`src/rtl/fetch_stage.sv`:
```
// Front-end fetch stage: PC generation, 1-cycle instruction memory requests,
// and an in-order fetch queue presented to decode.
//
// Handshake: each valid/ready pair transfers a beat only in a cycle where both
// are high; imem has no ready (a request is taken the cycle imem_req_valid=1,
// answered exactly one cycle later), decode consumes the head when
// out_valid & decode_ready, and a redirect in the same cycle cancels both.
module fetch_stage #(
    parameter int               XLEN     = 32,
    parameter logic [XLEN-1:0]  RESET_PC = '0,
    parameter int               FQ_DEPTH = 4
) (
    input  logic                          clk,
    input  logic                          reset,
    input  logic                          stall_fetch,
    input  logic                          redirect_valid,
    input  logic [XLEN-1:0]               redirect_pc,
    output logic                          imem_req_valid,
    output logic [XLEN-1:0]               imem_req_addr,
    input  logic                          imem_rsp_valid,
    input  logic [31:0]                   imem_rsp_data,
    input  logic                          decode_ready,
    output logic                          out_valid,
    output logic [31:0]                   out_inst,
    output logic [XLEN-1:0]               out_pc,
    output logic                          out_is_branch,
    output logic [$clog2(FQ_DEPTH):0]     fq_count
);

    localparam int PTR_W = $clog2(FQ_DEPTH);
    localparam int CNT_W = PTR_W + 1;

    // Credit arithmetic needs one extra bit so count + inflight never wraps.
    localparam logic [CNT_W:0]   DEPTH_CREDIT = (CNT_W + 1)'(FQ_DEPTH);
    localparam logic [CNT_W-1:0] DEPTH_COUNT  = CNT_W'(FQ_DEPTH);

    localparam logic [6:0] OPC_BRANCH = 7'h63;
    localparam logic [6:0] OPC_JAL    = 7'h6F;
    localparam logic [6:0] OPC_JALR   = 7'h67;

    // PC / request tracking
    logic [XLEN-1:0]  pc_q;
    logic [XLEN-1:0]  req_pc_q;     // address of the request currently in flight
    logic             inflight_q;

    // Fetch queue
    logic [XLEN-1:0]  fq_pc_q   [FQ_DEPTH];
    logic [31:0]      fq_inst_q [FQ_DEPTH];
    logic [PTR_W-1:0] rd_ptr_q;
    logic [PTR_W-1:0] wr_ptr_q;
    logic [CNT_W-1:0] count_q;

    // Per-cycle control
    logic             head_valid;
    logic             pop;
    logic             push;
    logic             issue;
    logic [CNT_W:0]   credit_used;
    logic [XLEN-1:0]  redirect_target;
    logic [6:0]       head_opcode;

    // Low address bits of a redirect are architecturally ignored.
    logic             unused_redirect_lsbs;
    assign unused_redirect_lsbs = ^redirect_pc[1:0];

    assign redirect_target = {redirect_pc[XLEN-1:2], 2'b00};

    assign head_valid = (count_q != '0);

    // Redirect overrides everything: no consumption, no fill, no new request.
    assign pop  = head_valid & decode_ready & ~redirect_valid;
    assign push = imem_rsp_valid & inflight_q & ~redirect_valid;

    // Slots committed after this cycle: entries left after the pop plus the
    // one reserved by a request whose response has not arrived yet.
    always_comb begin
        credit_used = {1'b0, count_q}
                    - (CNT_W + 1)'(pop)
                    + (CNT_W + 1)'(inflight_q);
    end

    // Issue only when a returning word is guaranteed a free slot.
    always_comb begin
        issue = ~reset
              & ~stall_fetch
              & ~redirect_valid
              & (credit_used < DEPTH_CREDIT);
    end

    assign imem_req_valid = issue;
    assign imem_req_addr  = pc_q;

    // PC advance, in-flight flag and the PC of the outstanding request.
    always_ff @(posedge clk or posedge reset) begin
        if (reset) begin
            pc_q       <= RESET_PC;
            req_pc_q   <= '0;
            inflight_q <= 1'b0;
        end else if (redirect_valid) begin
            pc_q       <= redirect_target;
            inflight_q <= 1'b0;
        end else if (issue) begin
            req_pc_q   <= pc_q;
            pc_q       <= pc_q + XLEN'(4);
            inflight_q <= 1'b1;
        end else begin
            inflight_q <= 1'b0;
        end
    end

    // Queue pointers and occupancy; a redirect flushes the whole queue.
    always_ff @(posedge clk or posedge reset) begin
        if (reset) begin
            rd_ptr_q <= '0;
            wr_ptr_q <= '0;
            count_q  <= '0;
        end else if (redirect_valid) begin
            rd_ptr_q <= '0;
            wr_ptr_q <= '0;
            count_q  <= '0;
        end else begin
            if (push) begin
                wr_ptr_q <= wr_ptr_q + PTR_W'(1);
            end
            if (pop) begin
                rd_ptr_q <= rd_ptr_q + PTR_W'(1);
            end
            case ({push, pop})
                2'b10:   count_q <= count_q + CNT_W'(1);
                2'b01:   count_q <= count_q - CNT_W'(1);
                default: count_q <= count_q;
            endcase
        end
    end

    // Queue storage: written on push, never cleared (outputs are gated instead).
    always_ff @(posedge clk) begin
        if (push) begin
            fq_pc_q[wr_ptr_q]   <= req_pc_q;
            fq_inst_q[wr_ptr_q] <= imem_rsp_data;
        end
    end

    // Head presentation straight from queue registers; zero while empty.
    always_comb begin
        out_valid = head_valid;
        out_pc    = '0;
        out_inst  = '0;
        if (head_valid) begin
            out_pc   = fq_pc_q[rd_ptr_q];
            out_inst = fq_inst_q[rd_ptr_q];
        end
    end

    assign head_opcode = out_inst[6:0];

    // Control-flow flag feeds the stall generator; no internal hold here.
    always_comb begin
        out_is_branch = head_valid &
                        ((head_opcode == OPC_BRANCH) |
                         (head_opcode == OPC_JAL)    |
                         (head_opcode == OPC_JALR));
    end

    assign fq_count = count_q;

    // Interface sanity: responses only answer a request, and the credit
    // scheme must keep a push from ever landing on a full queue.
    always_ff @(posedge clk) begin
        if (!reset) begin
            assert (!(imem_rsp_valid && !inflight_q));
            assert (!(push && !pop && (count_q == DEPTH_COUNT)));
        end
    end

endmodule

```
`config.mk`:
```
export PLATFORM = sky130hd
export DESIGN_NAME = fetch_stage
export DESIGN_NICKNAME = d
export VERILOG_FILES = /design/src/rtl/fetch_stage.sv
export SDC_FILE = /design/constraint.sdc
export NUM_CORES = 1
export LEC_CHECK = 0
export ABC_AREA = 1
export CAP_MARGIN = 5
export CORE_UTILIZATION = 30
export DETAILED_ROUTE_END_ITERATION = 16
export PLACE_DENSITY = 0.52
export SKIP_CTS_REPAIR_TIMING = 1
export SKIP_LAST_GASP = 1
export SLEW_MARGIN = 20
export SYNTH_ARGS = -nofsm -noshare
export SYNTH_HDL_FRONTEND = slang
export SYNTH_SLANG_ARGS = --single-unit
```
`constraint.sdc`:
```
create_clock -name clk -period 5.15 [get_ports clk]
set_input_delay 0.515 -clock clk [delete_from_list [all_inputs] [get_ports clk]]
set_output_delay 0.515 -clock clk [all_outputs]
set_load 0.03 [all_outputs]
```
==> results.txt, run 1 <==
* Count of unresolved DRC violations after routing: 0
* Cell at the root of the clock tree: clkbuf_16
* Actual transition at the worst max-transition pin: 994 ps
* Max Slew Vio Count: 0
- Half-perimeter wire length after placement: ~22,000 um
- The path class of the tightest hold or removal check is flip-flop to flip-flop.
- Final Setup Violations: 0
- Net count, final: between 1,500 and 2,000
- The initial utilization of the core area, before any placement, comes to about 31%.
- Arrival time of data at the critical path endpoint: approximately 3400 ps
- Relative area change from synthesis to final layout: 25.2%
- Across the run, the number of max-cap violations was 0.
- Unique masters post-synth: 31
- Final wirelength: 35,100 um
* Overall die height: 216 um
- Final Hold Viols: 0
- Share of the synthesized area in the top cell type: 54.5%
- Filler Cell Count: ~4,400
- Number of levels in the clock H-tree: 2
- Measured against its own limit, the worst slew margin works out to 33.7%.
- Counting flops and latches in the post-synthesis netlist gives 316.
* Number of detailed-routing iterations run before antenna repair: 5
- Summed over all layers, the global routing overflow is 0.
- Setup repair after global routing missed its margin: false
- Max rail drop VDD: 0.000318 V
- Setup slack closes at 1260 ps.
- For this run, the register share of the synthesized area comes to 66.9%.
- FMAX: 257 MHz
* Area used by multi-input combinational logic: 0.00395 mm2
* Largest net degree at the start of global routing: 78
* WL met1: 16,100 um
- Most frequently used flop master after synthesis: edfxtp_1
- Crit Path Max Fanout: 77
- Global routing usage summed across all routing layers: 15.3%
- Summing all flip-flop and latch instances after layout gives 0.00915 mm2.
* Standby leakage power: 0.00638 uW
- For this design the top-level I/O count stands at 172.
- Final RePlAce weighted congestion: 0.913
- Clock tree from TritonCTS: built
* Crit Path Category: flip-flop to output port
- Remaining number of nets flagged by the antenna check after routing: 0
- Wire length of the first global-routing pass: 55,000 um
- Detail-routed via count per cell: between 4 and 5
* CTS Buf Count: 36
- Die width: 216 um
- Synthesized instance count: 1,334
- Port buffering added 165 buffers.
* DR WL met2: 16,200 um
* Final setup skew: 14.1 ps
- Starting DRC count in detailed routing: 510
- Before CTS, the worst setup slack after placement is around 1600 ps.
* Cell type with the largest total area after synthesis: edfxtp_1
- The finished layout holds about 2,100 standard cells, fillers aside.
- Average size of a mapped cell: between 10 and 15 um2
- Dpl cells: 2,047
- The run finished with clean final reports.
- Detailed-route wire length per cell: approximately 17 um
- Dividing the final minimum period by the clock period gives 75.5%.
* Number of antenna violations at the first check in global routing: 0
* Met3 WL post-DR: between 1500 and 2000 um
* Fraction of layout cells with a size suffix above 1: 7.10%
* Critical path launch point type: flip-flop
* Number of synthesized flops with an enable pin: 248
* FFs w/ async S/R, synth: a little over a fifth
* Total die area: 0.0464 mm2
* Maximum buffer depth of the clock tree: 3
- For this run, the number of Yosys warnings is 0.
- The synthesized netlist occupies a cell area of approximately 0.014 mm2.
- The highest metal layer carrying signal wires in the routed design is met4.
- Clock latency on the worst-skew pair, taken at its later pin, is 540 ps.
* Vias after detailed routing: 9,703
- Summed over all failing endpoints, the final setup total negative slack is 0 ps.
- Post-layout power: 9280 uW
- Row count: 77
- For this design, the sink count on the clock tree is 316.
- Final worst path period need: 3890 ps
* Cell area power density: 542 mW/mm2
* Clock slew at reported path FFs: 60 ps
* Fraction of the core area covered by cells at the end of the flow: 38.4%
- The number of global-route vias before repair came to 9,638.
- Placeable core region: 0.0446 mm2
- Dominant cells by area after synthesis: edfxtp_1 (54%), dfrtp_1 (12%), nor2_1 (8.0%)
- At the worst endpoint, the required time is 4640 ps.
- Endpoint class of the critical path: output port
[cells by family (layout without fill, tap and decap cells)]
family / count (synthesis) / after routing / share of synthesized area, %
flip-flops: 316 / 316 / 66.9
other: 1 / 5 / 0.0274
XOR/XNOR: 3 / 3 / 0.192
AND/OR/NAND/NOR: 641 / 641 / 19.2
adder cells (fa/ha/maj): 9 / 9 / 0.878
AO/OA/AOI/OAI: 224 / 224 / 8.22
buffers and inverters: 140 / 324 / 4.56
[path summary, 6_finish.rpt]
check                                          from                             to  slack, ps  cells after the start
min                        req_pc_q[23]$_DFFE_PP0P_       fq_pc_q[1][23]$_DFFE_PP_        510                      0
max in group asynchronous                     reset        rd_ptr_q[0]$_DFFE_PP0P_       3930                      3
max reg2reg                 fq_count[1]$_DFFE_PP0P_  imem_req_addr[22]$_DFFE_PP0P_       2290                     15
min reg2reg                req_pc_q[23]$_DFFE_PP0P_       fq_pc_q[1][23]$_DFFE_PP_        510                      0
min in group asynchronous                     reset        fq_count[2]$_DFFE_PP0P_        590                      3
max                         rd_ptr_q[0]$_DFFE_PP0P_                     out_pc[18]       1260                      5
[state kept, by name, summed over array words and instances, names as in the netlist]
name	flops
fq_inst_q	128
fq_pc_q	120
imem_req_addr	30
req_pc_q	30
fq_count	3
rd_ptr_q	2
wr_ptr_q	2
inflight_q	1
[metrics by stage]
step | area (um2) | hold slack [ps]
floorplan | 13700 | 476
global placement | 15900 | 500
detailed placement | 15900 | 508
CTS | 17100 | 500
global route | 17100 | 531
finish | 17100 | 515
[worst max-delay path: stages (launching register included)]
cell and delay, ps:
dfrtp_4 590, inv_4 610, buf_4 440, o21ai_0 140, a21oi_1 310, clkdlybuf4s50_1 730
[layer usage]
metal	vias up	track usage, %
met1	4577	20.3
li1	4798	-
met4	0	5.04
met2	263	24.8
met3	65	3.48
met5	-	0
[Yosys cell counts (6+ instances only)]
library cell	n
a21oi_1	61
buf_1	7
buf_2	23
buf_4	6
buf_6	6
clkbuf_1	25
dfrtp_1	68
edfxtp_1	248
ha_1	8
inv_1	67
nand2_1	256
nand3_1	68
nand3_2	12
nor2_1	291
nor2_2	6
o21ai_0	131
o21ai_1	31
[power by group]
part / switching [uW] / internal, uW / leakage [uW] / total, uW
clock: 1000 / 1560 / 0.000576 / 2560
sequential: 330 / 3110 / 0.00309 / 3440
combinational: 2140 / 1140 / 0.00271 / 3290
[layout make-up]
cell class              count  area share, %
diodes                      1         0.0146
clock buffers              49           5.79
clock inverters            17           1.13
inverters                  73           1.62
multi-input cells         881           23.0
flip-flops and latches    316           53.5
well taps                 592           4.33
repair buffers            185           10.6
[layout by cell type, fill, tap and decap left out, types with 37 or more instances in the layout]
cell type / count
nand2_1: 256
a21oi_1: 61
nor2_1: 287
clkdlybuf4s50_1: 165
inv_1: 66
dfrtp_1: 66
o21ai_0: 131
edfxtp_1: 248
nand3_1: 68
clkbuf_16: 37
(Power assumes the default switching activity.)
==> inputs of run 2 (changes only) <==
--- a/config.mk
+++ b/config.mk
@@ -9,7 +9,7 @@
 export CAP_MARGIN = 5
 export CORE_UTILIZATION = 30
 export DETAILED_ROUTE_END_ITERATION = 16
-export PLACE_DENSITY = 0.52
+export PLACE_DENSITY = 0.54
 export SKIP_CTS_REPAIR_TIMING = 1
 export SKIP_LAST_GASP = 1
 export SLEW_MARGIN = 20
==> constraint.sdc (replaced) <==
create_clock -name clk -period 3.3 [get_ports clk]
set_input_delay 0.33 -clock clk [delete_from_list [all_inputs] [get_ports clk]]
set_output_delay 0.33 -clock clk [all_outputs]
set_load 0.03 [all_outputs]
==> run 2 against run 1 <==
Effect of this change:
- global-route usage about the same
- register-to-register slack worse by 1600 ps
- critical path type unchanged
- worst setup slack worse by 1000 ps
- largest cell class unchanged
- highest routed layer is now met5
- clock skew up 0.98 ps
==> results.txt, run 2 (synthesis gave the netlist of run 1 again) <==
* Outcome: completed
* Dpl cells: 2,052
* Number of flip-flops under the largest register name: between 100 and 150
* Row count: 77
* Setup repair after global routing missed its margin: false
- Max rail drop VDD: 0.000609 V
- The path class of the tightest hold or removal check is input pin to flip-flop.
- Largest net degree at the start of global routing: 125
* Crit Path Max Fanout: 42
- Detail-routed via count per cell: 4.61
* Final setup skew: 15.1 ps
* Number of antenna violations at the first check in global routing: 1
- The count of nets left with antenna violations once routing finished came out at 0.
- Clock slew at reported path FFs: 60 ps
- Count of unresolved DRC violations after routing: 0
- Cell area power density: 857 mW/mm2
- In the final timing run, aggregate negative setup slack is 0 ps.
* Relative area change from synthesis to final layout: 27.7%
- The final-report hold violation count is 0.
- Cell internal power was estimated by the tool at 9370 uW.
- Global routing usage summed across all routing layers: 15.3%
- The initial utilization of the core area, before any placement, comes to between 30 and 40%.
- For the worst setup path, the data required time is 2970 ps.
- Leading cell types in the layout, fill and taps excluded: nor2_1 (287), nand2_1 (256), edfxtp_1 (248)
* Fraction of layout cells with a size suffix above 1: under 10%
- Summed over all nets, the switching power comes to 5590 uW.
- Wires add up to 35,700 um.
* Maximum buffer depth of the clock tree: 3
* Crit Path Category: flip-flop to output port
- Filler Cell Count: around 4,300
- Most flop-heavy register: fq_inst_q
- Leaving out fill and tap cells, the most frequent cell in the layout is nor2_1.
- For the worst-skew pair, the clock arrives at the later sink with an insertion delay of 530 ps.
- The count of buffers added on input and output ports is 165.
* Reported max-cap violation count: 0
* Half-perimeter wire length after placement: between 20,000 and 25,000 um
* Detailed-route wire length per cell: 16.8 um
- Final RePlAce weighted congestion: 0.972
- Critical path launch point type: flip-flop
* Vias after detailed routing: 9,761
- The pre-antenna-repair detailed-routing pass consisted of 5 iterations.
- In this run the number of H-tree levels came out at 2.
- Wire length of the first global-routing pass: 55,400 um
- Net count, final: 1,578
- In this run, the combinational gates consume 39.2% of the power.
- Dpl cell area: 0.0163 mm2
- Excluding fillers, the count of instances in the completed layout stands at about 2,100.
- Hold timing on the final database bottoms out at a slack of around 370 ps.
* Number of global-route vias before repair: 9,704
* Sequential share of power: 35.7%
* Fraction of the core area covered by cells at the end of the flow: about two fifths
* Final period util: between 90% and 100%
* Actual transition at the worst max-transition pin: about 900 ps
- Endpoint class of the critical path: output port
* Final Setup Violations: 0
- The total area inside the core boundary comes to approximately 0.045 mm2.
- In this run the horizontal extent of the chip is 216 um.
* Cell at the root of the clock tree: clkbuf_16
- Arrival time of data at the critical path endpoint: 2760 ps
- From bottom edge to top edge, the die measures 216 um.
- The number of max-slew violations in the final report was 0.
* Leftover overflow at the end of global routing: 0
* Layout Cell Area excl Fill: 0.0175 mm2
- Total die area: 0.0464 mm2
- 0 antenna diodes ended up in the layout.
- For this run, the top clock speed supported by timing is 324 MHz.
- Counting the buffers created by CTS gives 36.
- Counting every sink on the clock net gives between 300 and 400.
- The largest registers in the layout are fq_inst_q x128, fq_pc_q x120.
- The analysis attributes to cell leakage a power of 0.00655 uW.
- Net switching is 37.4% of the power.
- Final worst path period need: 3090 ps
- Clock tree from TritonCTS: built
- Worst slew margin relative to its limit: 41.1%
- In this run, the number of DRC markers left after iteration 0 of detailed routing was a little under 500.
- Minimum setup slack among reg-to-reg paths: roughly 710 ps
* Clock network fraction of total power: about a quarter
- Top-Level Pins: ~170
==> run 2: changes by cell type in the layout (fill, tap and decap cells not counted), moves of 3 or more <==
cell / previous run / this run
clkdlybuf4s50_1: 165 / 136
bufinv_16: 4 / 1
clkinv_1: 4 / 9
clkbuf_1: 10 / 7
buf_12: 1 / 33
==> run 2: metrics by stage <==
step                setup slack (ps)  power, uW
CTS                             95.5      15100
floorplan                       -513       8420
detailed placement               476      11300
global route                    3.25      15800
finish                           215      15000
global placement                 477      11300
==> run 2: area by class of cell <==
class | count | area, um2 | share of cell area [%]
repair buffers | 191 | 2220 | 12.7
clock buffers | 47 | 993 | 5.69
clock inverters | 19 | 125 | 0.717
well taps | 592 | 741 | 4.24
multi-input cells | 881 | 3950 | 22.6
inverters | 73 | 279 | 1.60
flip-flops and latches | 316 | 9150 | 52.4
==> run 2: per-layer routing <==
metal	wire, um	part of all wire, %	GRT usage (%)
met1	16700	47	20.5
met2	16300	46	25.2
met3	1730	4.9	2.85
met4	940	2.6	4.73
met5	15	0.042	0
==> run 2: path summary, 6_finish.rpt <==
path                                          start                           end  cells past startpoint
max                         rd_ptr_q[0]$_DFFE_PP0P_                   out_inst[4]                      7
min reg2reg                req_pc_q[20]$_DFFE_PP0P_      fq_pc_q[2][20]$_DFFE_PP_                      0
min                                  redirect_pc[3]  imem_req_addr[3]$_DFFE_PP0P_                      3
max in group asynchronous                     reset       rd_ptr_q[0]$_DFFE_PP0P_                      3
max reg2reg                 fq_count[0]$_DFFE_PP0P_  imem_req_addr[4]$_DFFE_PP0P_                     15
min in group asynchronous                     reset       fq_count[0]$_DFFE_PP0P_                      3
==> run 2: critical path: stages (launching register included) <==
cell and delay, ps:
dfrtp_4 550, inv_6 300, buf_12 220, nor2_1 50, nor2_1 70, o21ai_0 120, a21oi_1 200, clkdlybuf4s50_1 690
==> run 2: power by group through the flow <==
| stage | Sequential [uW] | Combinational (uW) | Clock (uW) |
|---|---|---|---|
| after floorplan | 5410 | 3020 | 0 |
| after global placement | 5390 | 5880 | 0 |
| after detailed placement | 5410 | 5920 | 0 |
| after CTS | 5340 | 5940 | 3870 |
| after global routing | 5410 | 6340 | 4030 |
| final | 5350 | 5860 | 3750 |
==> inputs of run 3 (changes only) <==
--- a/config.mk
+++ b/config.mk
@@ -5,7 +5,7 @@
 export SDC_FILE = /design/constraint.sdc
 export NUM_CORES = 1
 export LEC_CHECK = 0
-export ABC_AREA = 1
+export ABC_AREA = 0
 export CAP_MARGIN = 5
 export CORE_UTILIZATION = 30
 export DETAILED_ROUTE_END_ITERATION = 16
==> run 3 against run 2 <==
Effect of this change:
- worst setup slack got worse by 120 ps
- register-to-register slack got worse by 320 ps
- critical path type unchanged
- highest routed layer is now met4
- total power decreased by 23%
- largest cell class unchanged
- sequential power decreased by 4%
- combinational power decreased by 60%
- worst hold slack got worse by 140 ps
- design area decreased by 3.5%
- critical path depth decreased by 2
==> results.txt, run 3 <==
- CTS built an H-tree with a depth of 2.
- Clock tree synthesis found a total of ~320 sinks.
- Yosys instantiated no cell more often than edfxtp_1.
- Clock Latency Late Sink: 520 ps
- Cell type with the largest total area after synthesis: edfxtp_1
- FMAX: 312 MHz
- Across all setup checks in the final design, the least slack found is 92.4 ps.
- During placement, the flow inserted port buffers numbering 165.
- Synthesized instance count: roughly 740
* Fraction of layout cells with a size suffix above 1: 21.4%
- The congestion estimate from routability-driven global placement came to ~0.78.
* Commonest cells in the netlist: edfxtp_1 (248), and2_1 (71), dfrtp_1 (68)
* Fraction of the yosys area taken by sequential cells: just over 70%
- Adder-cell share of the synthesized area: 0.931%
- Summed over all nets, the switching power comes to 3160 uW.
* Basic-gate share of the synthesized area counting and, or, nand and nor cells: 8.15%
- Final Setup Violations: 0
- The internal power of the cells totals ~8400 uW.
* Final period util: 97.2%
* Clock slew at reported path FFs: 60 ps
* Count of unresolved DRC violations after routing: 0
- For the worst setup path, the data required time is 2970 ps.
* Global routing usage summed across all routing layers: 13.7%
* Leftover overflow at the end of global routing: 0
* Final Hold Viols: 0
- The worst pin sits at a relative slew slack of 46.2%.
- Wire length of the first global-routing pass: ~46,000 um
- In the post-synthesis netlist, the biggest area contributors are edfxtp_1 (58%), dfrtp_1 (13%), mux4_2 (11%).
- The worst setup path is launched from a flip-flop.
- Clock network fraction of total power: roughly a third
* Final setup skew: about 15 ps
- At the worst endpoint, the arrival time is 2880 ps.
- Relative to the synthesized area, the layout overhead comes to 30.5%.
* Clock tree from TritonCTS: built
* Cell area power density: ~690 mW/mm2
* Share of the synthesized area in the top cell type: 57.7%
* Outcome: completed
* Final-layout worst hold slack: 231 ps
- Die width: 209 um
- In the final routed layout, each cell accounts on average for 19.6 um.
- In this run the worst hold path is classified as input pin to asynchronous set/reset pin.
* Setup TNS: 0 ps
- The die covers 0.0439 mm2.
- The worst setup path is of the flip-flop to output port kind.
* Actual transition at the worst max-transition pin: between 700 and 800 ps
- Synth Area in XOR/XNOR: around 1.2%
- The floorplan step set the die height to 209 um.
- The region available for standard cell placement spans 0.0422 mm2.
* Fraction of the mapped netlist area in compound gates: approximately 3.2%
- IR analysis of the VDD net gives a maximum drop of 0.000290 V.
* Unique masters post-synth: 44
- The number of max-slew violations in the final report is 0.
* Fraction of the core area covered by cells at the end of the flow: 39.9%
- The number of antenna violations at the first check in global routing was 0.
- The tool flagged a number of max-cap violations equal to 0.
- Of the total power, the share spent switching nets is between 20% and 30%.
- Detail-routed via count per cell: 4.79
* Mux cell area share after synthesis: 13.8%
- In this run the clock root is driven by a clkbuf_16.
* Number of flip-flops under the largest register name: roughly 130
- For this run, the leading register cell type out of synthesis is edfxtp_1.
* Largest registers ranked by flip-flop count: fq_inst_q x128, fq_pc_q x120
- Once the floorplan was initialized, standard cells occupied 30.6% of the core.
- Dpl cells: roughly 1,400
* Filler Cell Count: 3,869
* Final wirelength: 29,800 um
- At the end of the flow, the number of nets in the layout was around 1,000.
- Once detail routing completed, the nets flagged for antenna violations numbered 0.
- Starting DRC count in detailed routing: a little over 400
- After synthesis, the mean cell area works out to 17.4 um2.
- Sequential share of power: 44.5%
* Half-perimeter wire length after placement: 19,500 um
- After synthesis, the share of flip-flops with an asynchronous set or reset is 21.5%.
- The number of global-route vias before repair is 7,564.
- The library cell used most frequently in the layout, excluding fill and tap cells, is edfxtp_1.
- The top cell types in the final layout, fill and taps aside, are edfxtp_1 (248), clkdlybuf4s50_1 (164), and2_1 (67).
* Vias after detailed routing: around 7,300
- Number of synthesized flops with an enable pin: 248
- Maximum buffer depth of the clock tree: 3
* Row count: 75
- Post-synthesis register bit count: 316
- Number of detailed-routing iterations run before antenna repair: 4
- STA classifies the critical path endpoint as an output port.
- Standby leakage power: 0.00568 uW
- Final worst path period need: ~3200 ps
- The synthesized netlist occupies a cell area of 0.0129 mm2.
- Along the worst path, the maximum fanout reaches 9.
* Largest net degree at the start of global routing: 52
- At the placement stage, the worst setup path has a slack of 168 ps.
- Top-Level Pins: ~170
* CTS Buf Count: 37
- fq_inst_q holds more flip-flops than any other register.
* Count of yosys warnings during synthesis: 0
- After synthesis, the largest family of logic cells by area is multiplexers.
- The finished layout holds around 1,500 standard cells, fillers aside.
- Part of the total power dissipated in combinational logic: about a fifth
* Antenna Diode Count: 0
-- run 3: changes by cell type in the layout (fill, tap and decap cells not counted), sizes merged, moves of 62 or more --
cell	previous run	this run
nor2	299	22
nand2	258	32
o21ai	162	15
and2	0	71
nand3	80	16
mux4	0	62
-- run 3: cell type report --
| type | count | area (um2) | share of cell area (%) |
|---|---|---|---|
| Tap cell | 539 | 674 | 4.00 |
| Timing Repair Buffer | 209 | 2180 | 12.9 |
| Multi-Input combinational cell | 374 | 3570 | 21.2 |
| Clock buffer | 48 | 1020 | 6.05 |
| Inverter | 12 | 45.0 | 0.267 |
| Sequential cell | 316 | 9160 | 54.4 |
| Clock inverter | 19 | 200 | 1.19 |
-- run 3: metrics by stage --
step	area [um2]	power, uW
finish	16800	11600
global route	16800	12100
CTS	16700	11700
detailed placement	15500	7580
global placement	15500	7540
floorplan	12900	6460
-- run 3: final timing paths --
kind	startpoint	endpoint	slack, ps	cells past startpoint
min in group clk	redirect_pc[17]	imem_req_addr[17]$_DFFE_PP0P_	380	3
worst max register to register	fq_count[0]$_DFFE_PP0P_	imem_req_addr[26]$_DFFE_PP0P_	390	12
worst max-delay path	rd_ptr_q[0]$_DFFE_PP0P_	out_is_branch	90	5
worst min-delay path	reset	rd_ptr_q[0]$_DFFE_PP0P_	230	2
worst min register to register	req_pc_q[28]$_DFFE_PP0P_	fq_pc_q[3][28]$_DFFE_PP_	520	0
max in group asynchronous	reset	rd_ptr_q[1]$_DFFE_PP0P_	2430	3
-- run 3: routing by layer --
layer | global-route usage, % | up-vias | wire (um)
li1 | - | 3331 | -
met1 | 20.0 | 3698 | 14500
met2 | 20.5 | 203 | 13100
met3 | 3.14 | 41 | 1560
met4 | 4.01 | 0 | 543
met5 | 0 | - | 0
-- run 3: cells by family after synthesis --
group / count (synthesis)
XOR/XNOR: 18
AO/OA/AOI/OAI: 60
buffers and inverters: 56
adder cells (fa/ha/maj): 9
AND/OR/NAND/NOR: 187
multiplexers: 96
other: 1
flip-flops: 316
-- run 3: power by group through the flow --
stage	clock (uW)	combinational [uW]	sequential, uW
6_report	4060	2360	5150
3_3_place_gp	0	2320	5220
4_1_cts	4190	2340	5160
3_5_place_dp	0	2330	5240
2_1_floorplan	0	1330	5130
5_1_grt	4340	2540	5200
-- run 3: worst max-delay path, cell delays in order, from the launching register on --
cell and delay, ps:
dfrtp_4 510, buf_12 160, mux4_2 520, and4b_1 290, and3_1 180, clkdlybuf4s50_1 670
==> edit 1 (settings of run 1) <==
Register the output `fq_count` once more; this adds one clock of latency there. The other outputs are not delayed to match.
--- a/src/rtl/fetch_stage.sv
+++ b/src/rtl/fetch_stage.sv
@@ -162,7 +162,9 @@
                          (head_opcode == OPC_JALR));
     end
 
-    assign fq_count = count_q;
+    always_ff @(posedge clk) begin
+        fq_count <= count_q;
+    end
 
     // Interface sanity: responses only answer a request, and the credit
     // scheme must keep a push from ever landing on a full queue.
Formal check against the unedited RTL: not equivalent (Yosys sat finds a counterexample within 4 cycles, from zero or initial values and one cycle with reset high).
==> edit 1 against run 1 <==
  * Utilization down 0.060 points
  * Routed wire length is 0.18% lower
  * Sequential power is essentially flat
  * Synthesized cell count shrank 2.3%
  * Sequential share of layout area is 0.79 points higher
  * Largest power group unchanged
  * Count of clock-buffer cells in the layout is 2 higher
  * Worst setup slack gained 30 ps
  * Combinational power is 14% lower
  * Non-clock buffer count shrank 2
  * Power decreased by 4.7%
  * Sequential cell count increased by 3
  * Design area is 0.80% lower
  * Synthesized area shrank 1.2%
  * Die area down 1.1%
==> edit 1: results (changes against run 1) <==
The maximum ir drop on the vdd rail was 0.2412 mV (-24%); the fraction of layout cells with a size suffix above 1 was 6.111% (-0.99 points). For the sum of routed wire length over all layers, the log shows 35060 um (-0.18%). The unique cell type count in the Yosys netlist is 32 (+3.2%).

By area the synthesized netlist is led by sky130_fd_sc_hd__edfxtp_1 (55%), sky130_fd_sc_hd__dfrtp_1 (13%), sky130_fd_sc_hd__nor2_1 (8.1%), sky130_fd_sc_hd__nand2_1 (6.9%), sky130_fd_sc_hd__o21ai_0 (5.0%). Largest fanout on the critical path: 62 (-19%). The proportion of synthesized chip area in sequential cells was 68.12% (+1.2 points); the setup skew after layout was 7.337 ps (-6.749 ps). The worst stage delay on the critical path is 770 ps (+40 ps). The half-perimeter wire length after placement was 21590 um (+0.14%). The clock network consumes a total of 2.58 mW. The number of buffers added by the clock tree synthesis step came out at 37 (+2.8%). For this design, the slowest cell found on the critical path is sky130_fd_sc_hd__dfrtp_4. The post-synthesis compound-gate area fraction came out at 8.275% (+0.050 points). The total global routing track utilization came out at 15.38% (+0.037 points).

The routed length on met3 came out at 1879 um (+1.1%). The highest routing layer actually used is met4. The count of buffers inserted at the top-level ports is 165 (unchanged), and the data arrival time of the critical path is 3340 ps (-40 ps).

The worst hold-check path type was in2async. The final estimated routing congestion in global placement was 0.8897 (-2.5%). The family with the most delay on the worst path was buffers and inverters.

The run finished with clean final reports. The number of filler cells placed in the layout is 4370 (-0.34%), and the proportion of register bits with asynchronous set or reset after synthesis is 21.32% (-0.20 points). Maximum number of pins on one net before global-route repair: 64 (-18%). The run gives 6.281 nW (-1.5%) as the leakage power figure. The tools report the total routed wire length on the met1 layer as 16520 um (+2.6%). The slew of the pin with the lowest slew margin was 1025 ps (+30.23 ps); the number of vias after detailed routing was 9595 (-1.1%).

The met2 routed wirelength was 15940 um (-1.7%); the detailed router's first-iteration violation count was 533 (+4.5%). The sequential group share of total power was 38.9% (+1.9 points); the post-synthesis adder-cell area fraction was 0.8886% (+0.010 points). The count of nets after finishing is 1539 (-2.1%). Number of diodes: 0 (-1). Clock tree synthesis selected as its root buffer the cell sky130_fd_sc_hd__clkbuf_16.

The tools report the startpoint of the worst register-to-register path as count_q[1]. By count the netlist is led by sky130_fd_sc_hd__nor2_1 (292), sky130_fd_sc_hd__edfxtp_1 (248), sky130_fd_sc_hd__nand2_1 (247), sky130_fd_sc_hd__o21ai_0 (136), sky130_fd_sc_hd__dfrtp_1 (68). The global-route wire length before repair came out at 54900 um (-0.14%).

For the number of global-route vias before repair, the log shows 9451 (-1.9%). Count of synthesis-stage warnings from yosys: 0 (unchanged). The number of search-and-repair iterations in the first detailed-routing pass was 5 (unchanged); the post-synthesis xor/xnor area fraction was 0.4535% (+0.26 points). The tools report the reg-to-reg setup timing slack as 2290 ps (about the same).

The internal power consumption is 5.661 mW (-2.4%). The worst hold margin came out at 468.1 ps (-46.56 ps).
## edit 1: cell count changes after synthesis, sizes merged, moves of 3 or more
cell | before | now
nand3 | 80 | 66
inv | 72 | 60
nand2 | 258 | 247
o21ai | 162 | 157
clkbuf | 25 | 29
buf | 42 | 39
dfxtp | 0 | 3
## edit 1: per-stage QoR
stage	total power [mW]	worst slack, ps	std cells	area [um2]
2_1_floorplan	5.091	1160	1306	13530
5_1_grt	9.326	1002	2081	16980
3_3_place_gp	6.327	1413	2013	15780
3_5_place_dp	6.355	1472	2013	15780
4_1_cts	8.972	1241	2081	16980
6_report	8.841	1290	2081	16980
## edit 1: logic make-up (layout without fill, tap and decap cells)
logic type | after synthesis | after routing
and+or+nand+nor | 616 | 616
xor gates and xnor gates | 7 | 7
adders and majority gates | 9 | 9
DFF | 319 | 319
AOI/OAI and AO/OA | 222 | 222
buffers and inverters | 129 | 312
other | 1 | 4
## edit 1: worst paths after layout
kind / endpoint / cells after the start
worst min-delay path: imem_req_addr[28] / 2
worst max register to register: imem_req_addr[2] / 16
worst min register to register: fq_count[0] / 0
max in group asynchronous: rd_ptr_q[0] / 3
min in group clk: fq_count[0] / 0
worst max-delay path: out_pc[19] / 5
## edit 1: final cells by class
| cell class | instances | area (um2) | share of cell area, % |
|---|---|---|---|
| Clock buffer | 51 | 1031 | 6.072 |
| Clock inverter | 17 | 166.4 | 0.9800 |
| Inverter | 61 | 230.2 | 1.356 |
| Multi-Input combinational cell | 858 | 3799 | 22.37 |
| Sequential cell | 319 | 9214 | 54.26 |
| Tap cell | 592 | 740.7 | 4.362 |
| Timing Repair Buffer | 183 | 1799 | 10.60 |
## edit 1: layer usage
layer,vias up,GRT usage [%]
met5,-,0
met4,0,4.429
met3,44,3.560
met2,249,24.17
met1,4585,21.19
li1,4717,-
==> edit 2 (flow settings as in run 1) <==
Made on the original files. `FQ_DEPTH`: 4 -> 8.
--- a/src/rtl/fetch_stage.sv
+++ b/src/rtl/fetch_stage.sv
@@ -8,7 +8,7 @@
 module fetch_stage #(
     parameter int               XLEN     = 32,
     parameter logic [XLEN-1:0]  RESET_PC = '0,
-    parameter int               FQ_DEPTH = 4
+    parameter int               FQ_DEPTH = 8
 ) (
     input  logic                          clk,
     input  logic                          reset,
Ports: changed (resized fq_count); port bits go from 172 to 173. The function was not compared with the original's and may differ.
==> edit 2 against run 1 <==
  * Synthesized area increased by 73%
  * Power increased by 69%
  * Design area increased by 67%
  * Critical path depth increased by 2
  * Utilization decreased by 1.7 points
  * Synthesized cell count increased by 55%
  * First-iteration DRC count increased by 120%
  * Routed wire length increased by 79%
  * Highest routed layer unchanged
  * Sequential cell count increased by 251
  * Worst setup slack got worse by 420 ps
==> edit 2: results (changes against run 1) <==
The flow ran to the end, and the final reports show no timing, DRC or antenna violations. The logs give 15.76% (+0.41 points) for the total global routing track utilization and 0.8848 (-3.1%) for the final estimated routing congestion in global placement. The worst hold-check path type was in2async. The count of nets after finishing is 2293 (+46%), and the cell area after placement is 26350 um2 (+65%). The logs give 15490 (+61%) for the number of global-route vias before repair and 62980 um (+79%) for the sum of routed wire length over all layers.

The post-synthesis xor/xnor area fraction is 0.1854% (-0.0067 points), and the fraction of layout cells with a size suffix above 1 is 7.250% (+0.15 points). Ranked by total cell area, the synthesized netlist is headed by sky130_fd_sc_hd__edfxtp_1 (63%), sky130_fd_sc_hd__dfrtp_1 (7.5%), sky130_fd_sc_hd__nor2_1 (7.1%), sky130_fd_sc_hd__o21ai_0 (5.4%), sky130_fd_sc_hd__nand2_1 (4.0%). The power dissipated by switching net loads is 5.627 mW (+62%). The setup slack after placement is 1313 ps (-314.9 ps). The run gives 2944 um (+58%) as the routed length on met3. Clock insertion delay at the later pin of the skew report: 590 ps (+50 ps). For the portion of total power attributed to the clock network, the log shows 29.9% (+2.3 points). Ranked by instance count, the synthesized netlist is headed by sky130_fd_sc_hd__edfxtp_1 (496), sky130_fd_sc_hd__nor2_1 (449), sky130_fd_sc_hd__o21ai_0 (254), sky130_fd_sc_hd__nand2_1 (249), sky130_fd_sc_hd__nand3_1 (107). The synthesized area divided by synthesized cell count works out to 11.40 um2 (+11%). Maximum ir drop on the vdd rail: 0.3323 mV (+4.4%). The tools report the global-route track usage on met1 as 21.45% (+1.2 points). The logs give 3184 (+56%) for the number of cells in the design after placement and 407.4 ps (-107.2 ps) for the worst hold margin. Number of vias after detailed routing: 15880 (+64%).

The global-route track usage on met3 was 3.007% (-0.47 points); the final worst-path cycle share was 83.69% (+8.2 points). The worst stage delay on the critical path was 780 ps (+50 ps). The largest registers in the layout are fq_inst_q: 256 flops, fq_pc_q: 240 flops. For the detailed router's first-iteration violation count, the log shows 1102 (+120%).
## edit 2: cell count changes after synthesis, sizes merged, moves of 7 or more
cell,run 1,this run
edfxtp,248,496
clkbuf,25,55
nand2,258,251
nor2,299,457
o22ai,0,56
o21ai,162,345
nand3,80,109
a21oi,61,9
a31oi,0,55
buf,42,71
## edit 2: path summary, 6_finish.rpt
check | cells after the start | end
worst max-delay path | 7 | out_pc[27]
worst min-delay path | 2 | fq_count[2]
worst max register to register | 17 | req_pc_q[2]
worst min register to register | 2 | wr_ptr_q[2]
max in group asynchronous | 3 | req_pc_q[6]
min in group clk | 3 | imem_req_addr[20]
## edit 2: layout make-up
cell class / count / area (um2)
fill: 7454 / 49180
sequential: 567 / 16680
multi-input combinational: 1307 / 6036
timing repair buffer: 196 / 2049
clock buffer: 81 / 1812
tap: 1040 / 1301
clock inverter: 37 / 376.6
inverter: 74 / 289.0
